[src/rtl/bcd_scan_display.sv]
// Three-digit common-anode seven-segment scanner fed by BCD digits.
// New values are held pending and committed only at a frame boundary, so a frame never mixes old and new digits.
module bcd_scan_display #(
    parameter int SCAN_DIV = 50000
) (
    input  logic       clk,
    input  logic       rst_n,
    input  logic [3:0] bcd_ones,
    input  logic [3:0] bcd_tens,
    input  logic [3:0] bcd_hund,
    input  logic       load,
    input  logic       blank_lz,
    output logic [6:0] seg_n,
    output logic [2:0] an_n,
    output logic [1:0] digit_idx,
    output logic       updated
);

    localparam int               CNT_W     = (SCAN_DIV > 2) ? $clog2(SCAN_DIV) : 1;
    localparam logic [CNT_W-1:0] CNT_MAX   = CNT_W'(SCAN_DIV - 1);
    localparam logic [6:0]       SEG_BLANK = 7'h7F;
    localparam logic [6:0]       SEG_ERR   = 7'h06;

    // Active-low gfedcba pattern; codes above nine render as "E".
    function automatic logic [6:0] seg_decode(input logic [3:0] code);
        case (code)
            4'd0:    seg_decode = 7'h40;
            4'd1:    seg_decode = 7'h79;
            4'd2:    seg_decode = 7'h24;
            4'd3:    seg_decode = 7'h30;
            4'd4:    seg_decode = 7'h19;
            4'd5:    seg_decode = 7'h12;
            4'd6:    seg_decode = 7'h02;
            4'd7:    seg_decode = 7'h78;
            4'd8:    seg_decode = 7'h00;
            4'd9:    seg_decode = 7'h10;
            default: seg_decode = SEG_ERR;
        endcase
    endfunction

    // Anode enable for a slot; the unreachable slot 3 turns every digit off.
    function automatic logic [2:0] anode_decode(input logic [1:0] slot);
        case (slot)
            2'd0:    anode_decode = 3'b110;
            2'd1:    anode_decode = 3'b101;
            2'd2:    anode_decode = 3'b011;
            default: anode_decode = 3'b111;
        endcase
    endfunction

    logic [CNT_W-1:0] count_r;
    logic [1:0]       idx_r;
    logic [3:0]       disp_ones_r;
    logic [3:0]       disp_tens_r;
    logic [3:0]       disp_hund_r;
    logic [3:0]       pend_ones_r;
    logic [3:0]       pend_tens_r;
    logic [3:0]       pend_hund_r;
    logic             pend_v_r;
    logic [6:0]       seg_n_r;
    logic [2:0]       an_n_r;
    logic [1:0]       digit_idx_r;
    logic             updated_r;

    logic             tick_s;
    logic             frame_wrap_s;
    logic [CNT_W-1:0] count_nxt_s;
    logic [1:0]       idx_nxt_s;
    logic [3:0]       disp_ones_nxt_s;
    logic [3:0]       disp_tens_nxt_s;
    logic [3:0]       disp_hund_nxt_s;
    logic [3:0]       pend_ones_nxt_s;
    logic [3:0]       pend_tens_nxt_s;
    logic [3:0]       pend_hund_nxt_s;
    logic             pend_v_nxt_s;
    logic             updated_nxt_s;
    logic [3:0]       slot_digit_s;
    logic             slot_blank_s;
    logic [6:0]       seg_nxt_s;
    logic [2:0]       an_nxt_s;

    assign tick_s       = (count_r == CNT_MAX);
    assign frame_wrap_s = tick_s && (idx_r == 2'd2);

    // Prescaler and digit-slot rotation; a stray slot 3 is forced back to 0.
    always_comb begin
        count_nxt_s = count_r;
        idx_nxt_s   = idx_r;
        if (tick_s) begin
            count_nxt_s = '0;
            if (idx_r >= 2'd2) begin
                idx_nxt_s = 2'd0;
            end else begin
                idx_nxt_s = idx_r + 2'd1;
            end
        end else begin
            count_nxt_s = count_r + 1'b1;
        end
    end

    // Pending/commit handling: a load coinciding with the wrap bypasses pend.
    always_comb begin
        disp_ones_nxt_s = disp_ones_r;
        disp_tens_nxt_s = disp_tens_r;
        disp_hund_nxt_s = disp_hund_r;
        pend_ones_nxt_s = pend_ones_r;
        pend_tens_nxt_s = pend_tens_r;
        pend_hund_nxt_s = pend_hund_r;
        pend_v_nxt_s    = pend_v_r;
        updated_nxt_s   = 1'b0;
        if (frame_wrap_s) begin
            pend_v_nxt_s = 1'b0;
            if (load) begin
                disp_ones_nxt_s = bcd_ones;
                disp_tens_nxt_s = bcd_tens;
                disp_hund_nxt_s = bcd_hund;
                updated_nxt_s   = 1'b1;
            end else if (pend_v_r) begin
                disp_ones_nxt_s = pend_ones_r;
                disp_tens_nxt_s = pend_tens_r;
                disp_hund_nxt_s = pend_hund_r;
                updated_nxt_s   = 1'b1;
            end else begin
                updated_nxt_s   = 1'b0;
            end
        end else if (load) begin
            pend_ones_nxt_s = bcd_ones;
            pend_tens_nxt_s = bcd_tens;
            pend_hund_nxt_s = bcd_hund;
            pend_v_nxt_s    = 1'b1;
        end else begin
            pend_v_nxt_s    = pend_v_r;
        end
    end

    // Segment/anode lookahead from the next slot and next display value,
    // so the registered anode and segment outputs always change together.
    always_comb begin
        slot_digit_s = disp_ones_nxt_s;
        slot_blank_s = 1'b0;
        case (idx_nxt_s)
            2'd0: begin
                slot_digit_s = disp_ones_nxt_s;
                slot_blank_s = 1'b0;
            end
            2'd1: begin
                slot_digit_s = disp_tens_nxt_s;
                slot_blank_s = blank_lz && (disp_hund_nxt_s == 4'd0) && (disp_tens_nxt_s == 4'd0);
            end
            2'd2: begin
                slot_digit_s = disp_hund_nxt_s;
                slot_blank_s = blank_lz && (disp_hund_nxt_s == 4'd0);
            end
            default: begin
                slot_digit_s = disp_ones_nxt_s;
                slot_blank_s = 1'b0;
            end
        endcase
        if (slot_blank_s) begin
            seg_nxt_s = SEG_BLANK;
        end else begin
            seg_nxt_s = seg_decode(slot_digit_s);
        end
        an_nxt_s = anode_decode(idx_nxt_s);
    end

    // State and output registers with synchronous active-low reset.
    always_ff @(posedge clk) begin
        if (!rst_n) begin
            count_r     <= '0;
            idx_r       <= 2'd0;
            disp_ones_r <= 4'd0;
            disp_tens_r <= 4'd0;
            disp_hund_r <= 4'd0;
            pend_ones_r <= 4'd0;
            pend_tens_r <= 4'd0;
            pend_hund_r <= 4'd0;
            pend_v_r    <= 1'b0;
            seg_n_r     <= 7'h40;
            an_n_r      <= 3'b110;
            digit_idx_r <= 2'd0;
            updated_r   <= 1'b0;
        end else begin
            count_r     <= count_nxt_s;
            idx_r       <= idx_nxt_s;
            disp_ones_r <= disp_ones_nxt_s;
            disp_tens_r <= disp_tens_nxt_s;
            disp_hund_r <= disp_hund_nxt_s;
            pend_ones_r <= pend_ones_nxt_s;
            pend_tens_r <= pend_tens_nxt_s;
            pend_hund_r <= pend_hund_nxt_s;
            pend_v_r    <= pend_v_nxt_s;
            seg_n_r     <= seg_nxt_s;
            an_n_r      <= an_nxt_s;
            digit_idx_r <= idx_nxt_s;
            updated_r   <= updated_nxt_s;
        end
    end

    assign seg_n     = seg_n_r;
    assign an_n      = an_n_r;
    assign digit_idx = digit_idx_r;
    assign updated   = updated_r;

endmodule
[config.mk]
export PLATFORM = sky130hd
export DESIGN_NAME = bcd_scan_display
export DESIGN_NICKNAME = d
export VERILOG_FILES = /design/src/rtl/bcd_scan_display.sv
export SDC_FILE = /design/constraint.sdc
export NUM_CORES = 1
export LEC_CHECK = 0
export CAP_MARGIN = 20
export CELL_PAD_IN_SITES_DETAIL_PLACEMENT = 1
export CELL_PAD_IN_SITES_GLOBAL_PLACEMENT = 2
export CORE_MARGIN = 2
export CORE_UTILIZATION = 31
export DETAILED_ROUTE_END_ITERATION = 16
export PLACE_DENSITY_LB_ADDON = 0.12
export SYNTH_ARGS = -nofsm -noshare
export SYNTH_HDL_FRONTEND = slang
export SYNTH_SLANG_ARGS = --single-unit
[constraint.sdc]
create_clock -name clk -period 3.5 [get_ports clk]
set_input_delay 0.875 -clock clk [delete_from_list [all_inputs] [get_ports clk]]
set_output_delay 0.875 -clock clk [all_outputs]
set_load 0.03 [all_outputs]
==> flow_summary.yaml, run 1 <==
timing:
  slew_headroom_pct: 48.37
  timing.final.crit_share_pct: 90.55
  min_period_ns: 3.169
  report.final.slew_viol_count: 0
  hold_violations: 0
  rsz0062_at_grt: "false"
  timing.setup.tns_ns: 0
  worstMarginPinSlew_ns: 0.7734
  clock_skew_ns: 0.009380
  fmax_ghz: 0.3155
  setup_violations: 0
  fin_ws_ns: 0.3307
floorplan:
  die_h_um: 97.63
  core-area_um2: 8593
  die_x_um: 97.63
  dieArea_um2: 9532
  std_cell_rows: 34
  top_level_ports: 29
  start_util_pct: 31.62
clocking:
  cts_buffers: 5
  clock_latency_ns: 0.31
  cts_setup_buffers: 0
  holdBufCountCts: 0
  cts.clk_slew.worst_paths_ns: 0.11
  clk_path_buf_depth: 2
  htreeDepth: 2
  post_cts_resized: 0
  cts_tree: "done"
  clockRootBuffer: "clkbuf_8"
  clock_sinks: 54
hold_path:
  worstHoldPathCells: 2
  min_path_type: "register to register"
  hp-start: "pend_ones_r[2]"
  hold_end: "pend_ones_r[2]"
power_and_ir_drop:
  power.leakage_uw: 0.001258
  p_switching_uw: 277.5
  power_frac_clock_pct: 38.3
  swShare_pct: 24.10
  comb_power_share_pct: 6.4
  peakVddDrop_v: 0.0001593
  cellPowerDensity_nw_per_um2: 348.3
  p_int_uw: 873.9
  seq_power_share_pct: 55.3
logic_synthesis:
  synth_area_um2: 2718
  synth_nets: 334
  ys_warn_count: 0
  synth-async-reset-ratio_pct: 0
  ys_types: 65
  synth-seq-area-share_pct: 39.78
  synth_edf_count: 0
  yosys_most_used_dff: "dfxtp_1"
  synthCells: 309
  ys_ff_latch: 54
  syn_area_per_cell_um2: 8.795
drt:
  drtIter0Drc: 45
  wl_per_cell_um: 17.48
  totalWireLength_um: 7882
  vias: 2331
  vias_per_cell: 5.169
  firstDrtPassIters: 4
  ant_nets: 0
  drc: 0
cells_and_area:
  diodes: 0
  drive_above_1_share_pct: 12.54
  area_growth_pct: 21.64
  layout.nets: 367
  fill_cells: 1014
worst_setup_path:
  critPathLaunchType: "register"
  cp-end-kind: "register"
  worst-path-max-fanout: 6
  reg2reg_setup_slack_ns: 0.33
  cp.arrival_ns: 3.40
  rr_worst_depth: 10
  crit_required_ns: 3.73
  r2r_start: "count_r[0]"
  worstSetupPathType: "register to register"
  r2r_end: "seg_n[1]"
global_route:
  antenna_found_initial: 0
  grt_use_met1_pct: 23.75
  grt_use_total_pct: 16.91
  grt_max_degree: 29
  grt-ovfl-total: 0
  use_met2_pct: 27.21
  busiest_layer: "met2"
  grt_pass1_wl_um: 12770
  grt_pass1_vias: 2407
  grt_use_met3_pct: 2.662
placement:
  gp_congestion: 0.7678
  hpwl_um: 5703
  portBuffers: 28
  dp_slack_ns: 0.06980
outcome:
  status: "completed"
job:
  drv_cap: 0
==> power by group through the flow <==
stage / combinational, µW / clock [µW] / sequential, µW
after floorplan: 42.1 / 0 / 644
after global placement: 74.3 / 0 / 650
after detailed placement: 74.6 / 0 / 651
after CTS: 74.9 / 456 / 637
after global routing: 83.2 / 482 / 639
final: 73.5 / 441 / 636
==> worst max path at each step <==
stage / cells past startpoint / startpoint / to
finish: 10 / count_r[0] / seg_n[1]
global route: 12 / count_r[0] / seg_n[2]
CTS: 13 / count_r[0] / seg_n[5]
detailed placement: 11 / load / seg_n[5]
global placement: 8 / load / seg_n[1]
floorplan: 16 / count_r[0] / seg_n[5]
==> per-stage QoR <==
stage / instance area (µm²) / std cells / hold slack (ns) / util, % / power (µW)
after floorplan: 2718 / 309 / 0.4132 / - / 686.3
after global placement: 3172 / 443 / 0.4314 / 36.91 / 724.5
after detailed placement: 3172 / 443 / 0.4510 / 36.91 / 725.2
after CTS: 3284 / 451 / 0.4668 / 38.22 / 1168
after global routing: 3306 / 451 / 0.4886 / 38.47 / 1204
final: 3306 / 451 / 0.4628 / 38.47 / 1151
==> sequential cells by signal, indices dropped and copies added, names as in the netlist <==
register	count
an_n	3
count_r	16
digit_idx	2
disp_hund_r	4
disp_ones_r	4
disp_tens_r	4
pend_hund_r	4
pend_ones_r	4
pend_tens_r	4
pend_v_r	1
seg_n	7
updated	1
==> metal layers <==
layer  up-vias  share of wire, %  wire, µm
li1       1169                 -         -
met1      1128                51      3986
met2        28                46      3649
met3         6               2.2       171
met4         0              0.94        74
met5         -                 0         0
==> logic make-up (layout without fill, tap and decap cells) <==
group | after synthesis | in the layout | synth area share, %
xor+xnor | 12 | 12 | 3.867
simple gates | 129 | 129 | 25.88
compound gates | 72 | 72 | 19.80
buf+inv | 27 | 61 | 4.282
mux | 6 | 6 | 2.256
flops | 54 | 54 | 39.78
fa+ha+maj | 9 | 9 | 4.144
==> layout by cell type (no fill, tap or decap), types with 9 or more instances in the layout <==
| cell type | netlist | layout |
|---|---|---|
| clkdlybuf4s50_1 | 0 | 28 |
| inv_1 | 11 | 11 |
| a21oi_1 | 20 | 19 |
| nand3_1 | 18 | 18 |
| buf_4 | 1 | 12 |
| ha_1 | 9 | 9 |
| dfxtp_1 | 54 | 54 |
| nor2_1 | 35 | 35 |
| nand2_1 | 27 | 27 |
==> critical path: stages, from the launching register on <==
cell	delay, ns
dfxtp_1	0.38
ha_1	0.19
and3_2	0.27
and4_1	0.53
buf_4	0.22
nand4b_1	0.11
a21oi_1	0.29
o21bai_1	0.17
o41ai_4	0.42
nand2_2	0.19
a311oi_1	0.30
==> cell usage after synthesis, drive strengths merged, types with 4 or more instances <==
cell	number	share of area, %
nand3	19	4.0
nand2	29	4.4
a21oi	20	3.7
dfxtp	54	40
xor2	8	2.6
xnor2	4	1.3
o31ai	4	1.5
and3	4	0.92
o21ai	8	1.5
clkbuf	8	1.1
ha	9	4.1
buf	7	1.5
nor3	10	2.2
o22ai	8	1.8
inv	12	1.7
mux2i	5	1.8
and2	8	1.8
nor2	36	5.1
==> area by class of cell <==
cell class	count	area [µm²]	share of cell area, %
sequential	54	1081	32.70
timing repair buffer	41	390.4	11.81
inverter	12	45.04	1.363
multi-input combinational	228	1541	46.63
clock buffer	5	68.82	2.082
tap	108	135.1	4.088
clock inverter	3	43.79	1.325
Power figures use the tool's default switching activity.
==> inputs of run 2 (changes only) <==
--- a/config.mk
+++ b/config.mk
@@ -12,6 +12,7 @@
 export CORE_UTILIZATION = 31
 export DETAILED_ROUTE_END_ITERATION = 16
 export PLACE_DENSITY_LB_ADDON = 0.12
+export RECOVER_POWER = 50
 export SYNTH_ARGS = -nofsm -noshare
 export SYNTH_HDL_FRONTEND = slang
 export SYNTH_SLANG_ARGS = --single-unit
==> run 2 against run 1 <==
Against the previous run: clock power barely moved; non-clock buffer count did not move; cell area shrank 0.11%; final cell count stayed put; routed wire length grew 0.16%.
==> flow_summary.yaml, run 2 (synthesized netlist as in run 1, its figures left out) <==
placement:
  gp_congestion: 0.7678
  portBuffers: 28
  hpwl_um: 5703
  dp_slack_ns: 0.06980
  dp_cells: 443
timing:
  setup_violations: 0
  fin_ws_ns: 0.3354
  slew_headroom_pct: 48.28
  report.final.slew_viol_count: 0
  rsz0062_at_grt: "false"
  worstMarginPinSlew_ns: 0.7747
  timing.setup.tns_ns: 0
  timing.final.crit_share_pct: 90.42
  clock_skew_ns: 0.009744
  fmax_ghz: 0.3160
  min_period_ns: 3.165
  hold_violations: 0
  worst_hold_slack_ns: 0.4627
floorplan:
  die_h_um: 97.63
  dieArea_um2: 9532
  start_util_pct: 31.62
  die_x_um: 97.63
  core-area_um2: 8593
  top_level_ports: 29
  std_cell_rows: 34
hold_path:
  hp-start: "pend_ones_r[2]"
  min_path_type: "register to register"
worst_setup_path:
  worstSetupPathType: "register to register"
  critPathLaunch: "count_r[0]"
  worst-path-max-fanout: 11
  critPathLaunchType: "register"
  cp.arrival_ns: 3.35
  slowest_delay_ns: 0.38
  r2r_start: "count_r[0]"
  crit_slowest_cell: "dfxtp_1"
  crit_chain: "ha_1 > and3_2 > nand4_2 > buf_4 > nor3_1 > a21oi_1 > o211a_1 > o31ai_4 > inv_1 > ha_1 > nand3b_1 > a22oi_1 > a311oi_1"
  crit_required_ns: 3.69
  cp-end-kind: "register"
  timing.critical_path.mode_cell: "ha_1"
power_and_ir_drop:
  power.leakage_uw: 0.001268
  cellPowerDensity_nw_per_um2: 348.6
  peakVddDrop_v: 0.0001588
global_route:
  grt_max_degree: 29
  antenna_found_initial: 0
  grt-ovfl-total: 0
  grt_use_total_pct: 16.91
  grt_pass1_vias: 2407
  grt_pass1_wl_um: 12770
job:
  drv_cap: 0
cells_and_area:
  layout.nets: 367
  fill_cells: 1014
  area_growth_pct: 21.50
  drive_above_1_share_pct: 12.24
  final_cell_mix: "54 x dfxtp_1, 35 x nor2_1, 27 x nand2_1"
  fin_cells: 451
  largest_reg_flops: 16
  mostFrequentLayoutCell: "dfxtp_1"
  top_register: "count_r"
  diodes: 0
clocking:
  clockRootBuffer: "clkbuf_8"
  cts_tree: "done"
  clock_sinks: 54
  post_cts_resized: 0
  cts_setup_buffers: 0
  clock_latency_ns: 0.31
  htreeDepth: 2
  cts.clk_slew.worst_paths_ns: 0.11
  holdBufCountCts: 0
  clk_path_buf_depth: 2
  cts_buffers: 5
drt:
  drc: 0
  firstDrtPassIters: 4
  drtIter0Drc: 53
  wl_per_cell_um: 17.51
  ant_nets: 0
  vias: 2344
  vias_per_cell: 5.197
  totalWireLength_um: 7895
outcome:
  status: "completed"
[run 2: cell count changes in the layout (fill, tap and decap cells not counted)]
cell and change:
and2_0 +1, clkbuf_1 +1, and2_1 -1, dlygate4sd3_1 +9, buf_4 -1, clkdlybuf4s50_1 -9
[run 2: metal layers]
metal / vias to the layer above / GRT usage (%) / share of wire, %
met5: - / 0 / 0
met4: 0 / 4.167 / 0.94
met3: 6 / 2.662 / 2.4
met2: 25 / 27.21 / 47
met1: 1143 / 23.75 / 50
li1: 1170 / - / -
[run 2: critical path, delay by kind of cell, from the launching register on]
kind | cells | cell delay, ns
buf+inv | 2 | 0.40
fa+ha+maj | 2 | 0.39
flops | 1 | 0.38
simple gates | 4 | 0.85
compound gates | 5 | 1.00
[run 2: area by class of cell]
class | count | area, µm² | share of cell area [%]
inverter | 12 | 45.04 | 1.364
clock buffer | 5 | 68.82 | 2.084
sequential | 54 | 1081 | 32.74
timing repair buffer | 41 | 386.6 | 11.71
multi-input combinational | 228 | 1541 | 46.68
tap | 108 | 135.1 | 4.092
clock inverter | 3 | 43.79 | 1.326
[run 2: report_power, final]
| group | total [µW] | leakage (µW) | switching, µW | internal [µW] |
|---|---|---|---|---|
| Combinational | 73.4 | 0.000771 | 40.4 | 33.1 |
| Clock | 441 | 0.0000585 | 226 | 215 |
| Sequential | 636 | 0.000438 | 10.8 | 626 |
[run 2: metrics by stage]
step / power (µW) / instance area (µm²) / util (%)
after floorplan: 686.3 / 2718 / -
after global placement: 724.5 / 3172 / 36.91
after detailed placement: 725.2 / 3172 / 36.91
after CTS: 1168 / 3284 / 38.22
after global routing: 1203 / 3302 / 38.42
final: 1151 / 3302 / 38.42
[run 2: path summary, 6_finish.rpt]
check | endpoint | slack, ns | cells after the start
setup / recovery | seg_n[5] | 0.34 | 13
hold reg to reg | pend_ones_r[2] | 0.46 | 2
setup reg to reg | seg_n[5] | 0.34 | 13
hold / removal | pend_ones_r[2] | 0.46 | 2
==> inputs of run 3 (changes only) <==
--- a/config.mk
+++ b/config.mk
@@ -8,6 +8,7 @@
 export CAP_MARGIN = 20
 export CELL_PAD_IN_SITES_DETAIL_PLACEMENT = 1
 export CELL_PAD_IN_SITES_GLOBAL_PLACEMENT = 2
+export CORE_ASPECT_RATIO = 0.6
 export CORE_MARGIN = 2
 export CORE_UTILIZATION = 31
 export DETAILED_ROUTE_END_ITERATION = 16
==> run 3 against run 2 <==
Against the previous run: sequential power barely moved; critical path depth fell by 1; first-iteration DRC count rose by 100%; core utilization rose by 0.76 points; register-to-register slack got worse by 0.02 ns; flip-flop and latch count did not move; critical path type unchanged; critical endpoint unchanged.
==> flow_summary.yaml, run 3 (synthesized netlist as in run 1, its figures left out) <==
cells_and_area:
  multi_input_area_um2: 1548
  fill_cells: 998
  final_util_pct: 39.18
  top_register: "count_r"
  area_growth_pct: 22.88
  drive_above_1_share_pct: 13.12
  diodes: 0
  mostFrequentLayoutCell: "dfxtp_1"
  regArea_um2: 1081
  layout.nets: 367
  largest_reg_flops: 16
  final_cell_mix: "54 x dfxtp_1, 35 x nor2_1, 27 x nand2_1"
timing:
  min_period_ns: 3.188
  slew_headroom_pct: 51.07
  timing.final.crit_share_pct: 91.10
  rsz0062_at_grt: "false"
  clock_skew_ns: 0.009174
  fin_ws_ns: 0.3116
  report.final.slew_viol_count: 0
  fmax_ghz: 0.3136
  worstMarginPinSlew_ns: 0.7329
  hold_violations: 0
  setup_violations: 0
  timing.setup.tns_ns: 0
global_route:
  grt_pass1_vias: 2402
  grt_max_degree: 29
  antenna_found_initial: 0
  grt_use_total_pct: 17.93
  grt_pass1_wl_um: 13510
  grt-ovfl-total: 0
floorplan:
  start_util_pct: 31.88
  die_h_um: 76.53
  top_level_ports: 29
  dieArea_um2: 9556
  die_x_um: 124.9
  core-area_um2: 8523
  std_cell_rows: 26
worst_setup_path:
  crit_slowest_cell: "and4_1"
  critPathLaunchType: "register"
  cp.buffers_inverters: 1
  crit_required_ns: 3.66
  cp-end-kind: "register"
  slowest_delay_ns: 0.54
  worstSetupPathType: "register to register"
  cp.arrival_ns: 3.34
  reg2reg_setup_slack_ns: 0.31
  crit_chain: "ha_1 > and3_2 > and4_1 > nand3_4 > o22a_1 > o211a_1 > o31ai_2 > inv_1 > ha_1 > nand3b_1 > a22oi_1 > a311oi_1"
  worst-path-max-fanout: 7
  path_delay_family: "simple AND/OR/NAND/NOR gates"
  timing.critical_path.mode_cell: "ha_1"
placement:
  dp_slack_ns: 0.02825
  gp_congestion: 0.8219
  portBuffers: 28
  hpwl_um: 6164
drt:
  totalWireLength_um: 8227
  ant_nets: 0
  vias: 2363
  vias_per_cell: 5.193
  drtIter0Drc: 108
  firstDrtPassIters: 4
  wl_per_cell_um: 18.08
  drc: 0
clocking:
  clockRootBuffer: "clkbuf_16"
  htreeDepth: 2
  clock_sinks: 54
  cts_buffers: 5
  clk_path_buf_depth: 2
  cts_setup_buffers: 0
  cts_tree: "done"
  cts.clk_slew.worst_paths_ns: 0.07
  clock_latency_ns: 0.30
outcome:
  status: "completed"
hold_path:
  min_path_type: "register to register"
power_and_ir_drop:
  total_power_uw: 1230
  power.leakage_uw: 0.001288
  peakVddDrop_v: 0.0001751
  cellPowerDensity_nw_per_um2: 368.4
job:
  drv_cap: 0
-- run 3: cell count changes in the layout (fill, tap and decap cells not counted), sizes merged --
cell | previous run | this run
clkdlybuf4s50 | 19 | 14
buf | 12 | 13
dlygate4sd3 | 9 | 14
bufinv | 1 | 0
inv | 13 | 12
clkbuf | 6 | 7
-- run 3: final cells by class --
class | count | area share (%)
Clock buffer | 7 | 4.271
Clock inverter | 1 | 0.1499
Inverter | 12 | 1.349
Multi-Input combinational cell | 228 | 46.35
Sequential cell | 54 | 32.37
Tap cell | 112 | 4.196
Timing Repair Buffer | 41 | 11.32
-- run 3: worst paths after layout --
kind | start | to | cells past startpoint
worst max-delay path | count_r[0] | seg_n[5] | 12
worst min-delay path | count_r[0] | count_r[0] | 1
worst max register to register | count_r[0] | seg_n[5] | 12
worst min register to register | count_r[0] | count_r[0] | 1
-- run 3: where the power goes --
group | total [µW] | internal [µW] | switching [µW] | leakage [µW]
Combinational | 74.2 | 32.4 | 41.9 | 0.000776
Clock | 520 | 285 | 235 | 0.0000739
Sequential | 636 | 625 | 11.0 | 0.000438
-- run 3: metal layers --
layer	global-route usage [%]	vias up	share of wire (%)
met4	3.333	0	0.56
met5	0	-	0
met2	22.35	47	36
li1	-	1177	-
met3	4.705	5	5.9
met1	29.60	1134	58
-- run 3: per-stage QoR --
| step | hold WS (ns) | cell area, µm² | cells |
|---|---|---|---|
| 3_3_place_gp | 0.4349 | 3164 | 447 |
| 6_report | 0.4563 | 3339 | 455 |
| 2_1_floorplan | 0.4132 | 2718 | 309 |
| 4_1_cts | 0.4580 | 3319 | 455 |
| 3_5_place_dp | 0.4480 | 3164 | 447 |
| 5_1_grt | 0.4929 | 3339 | 455 |
-- run 3: what timing repair did --
| action | CTS | global route |
|---|---|---|
| resized for setup | 2 | 6 |
| hold buffers | 0 | 0 |
| setup endpoints to repair | 1 | 7 |
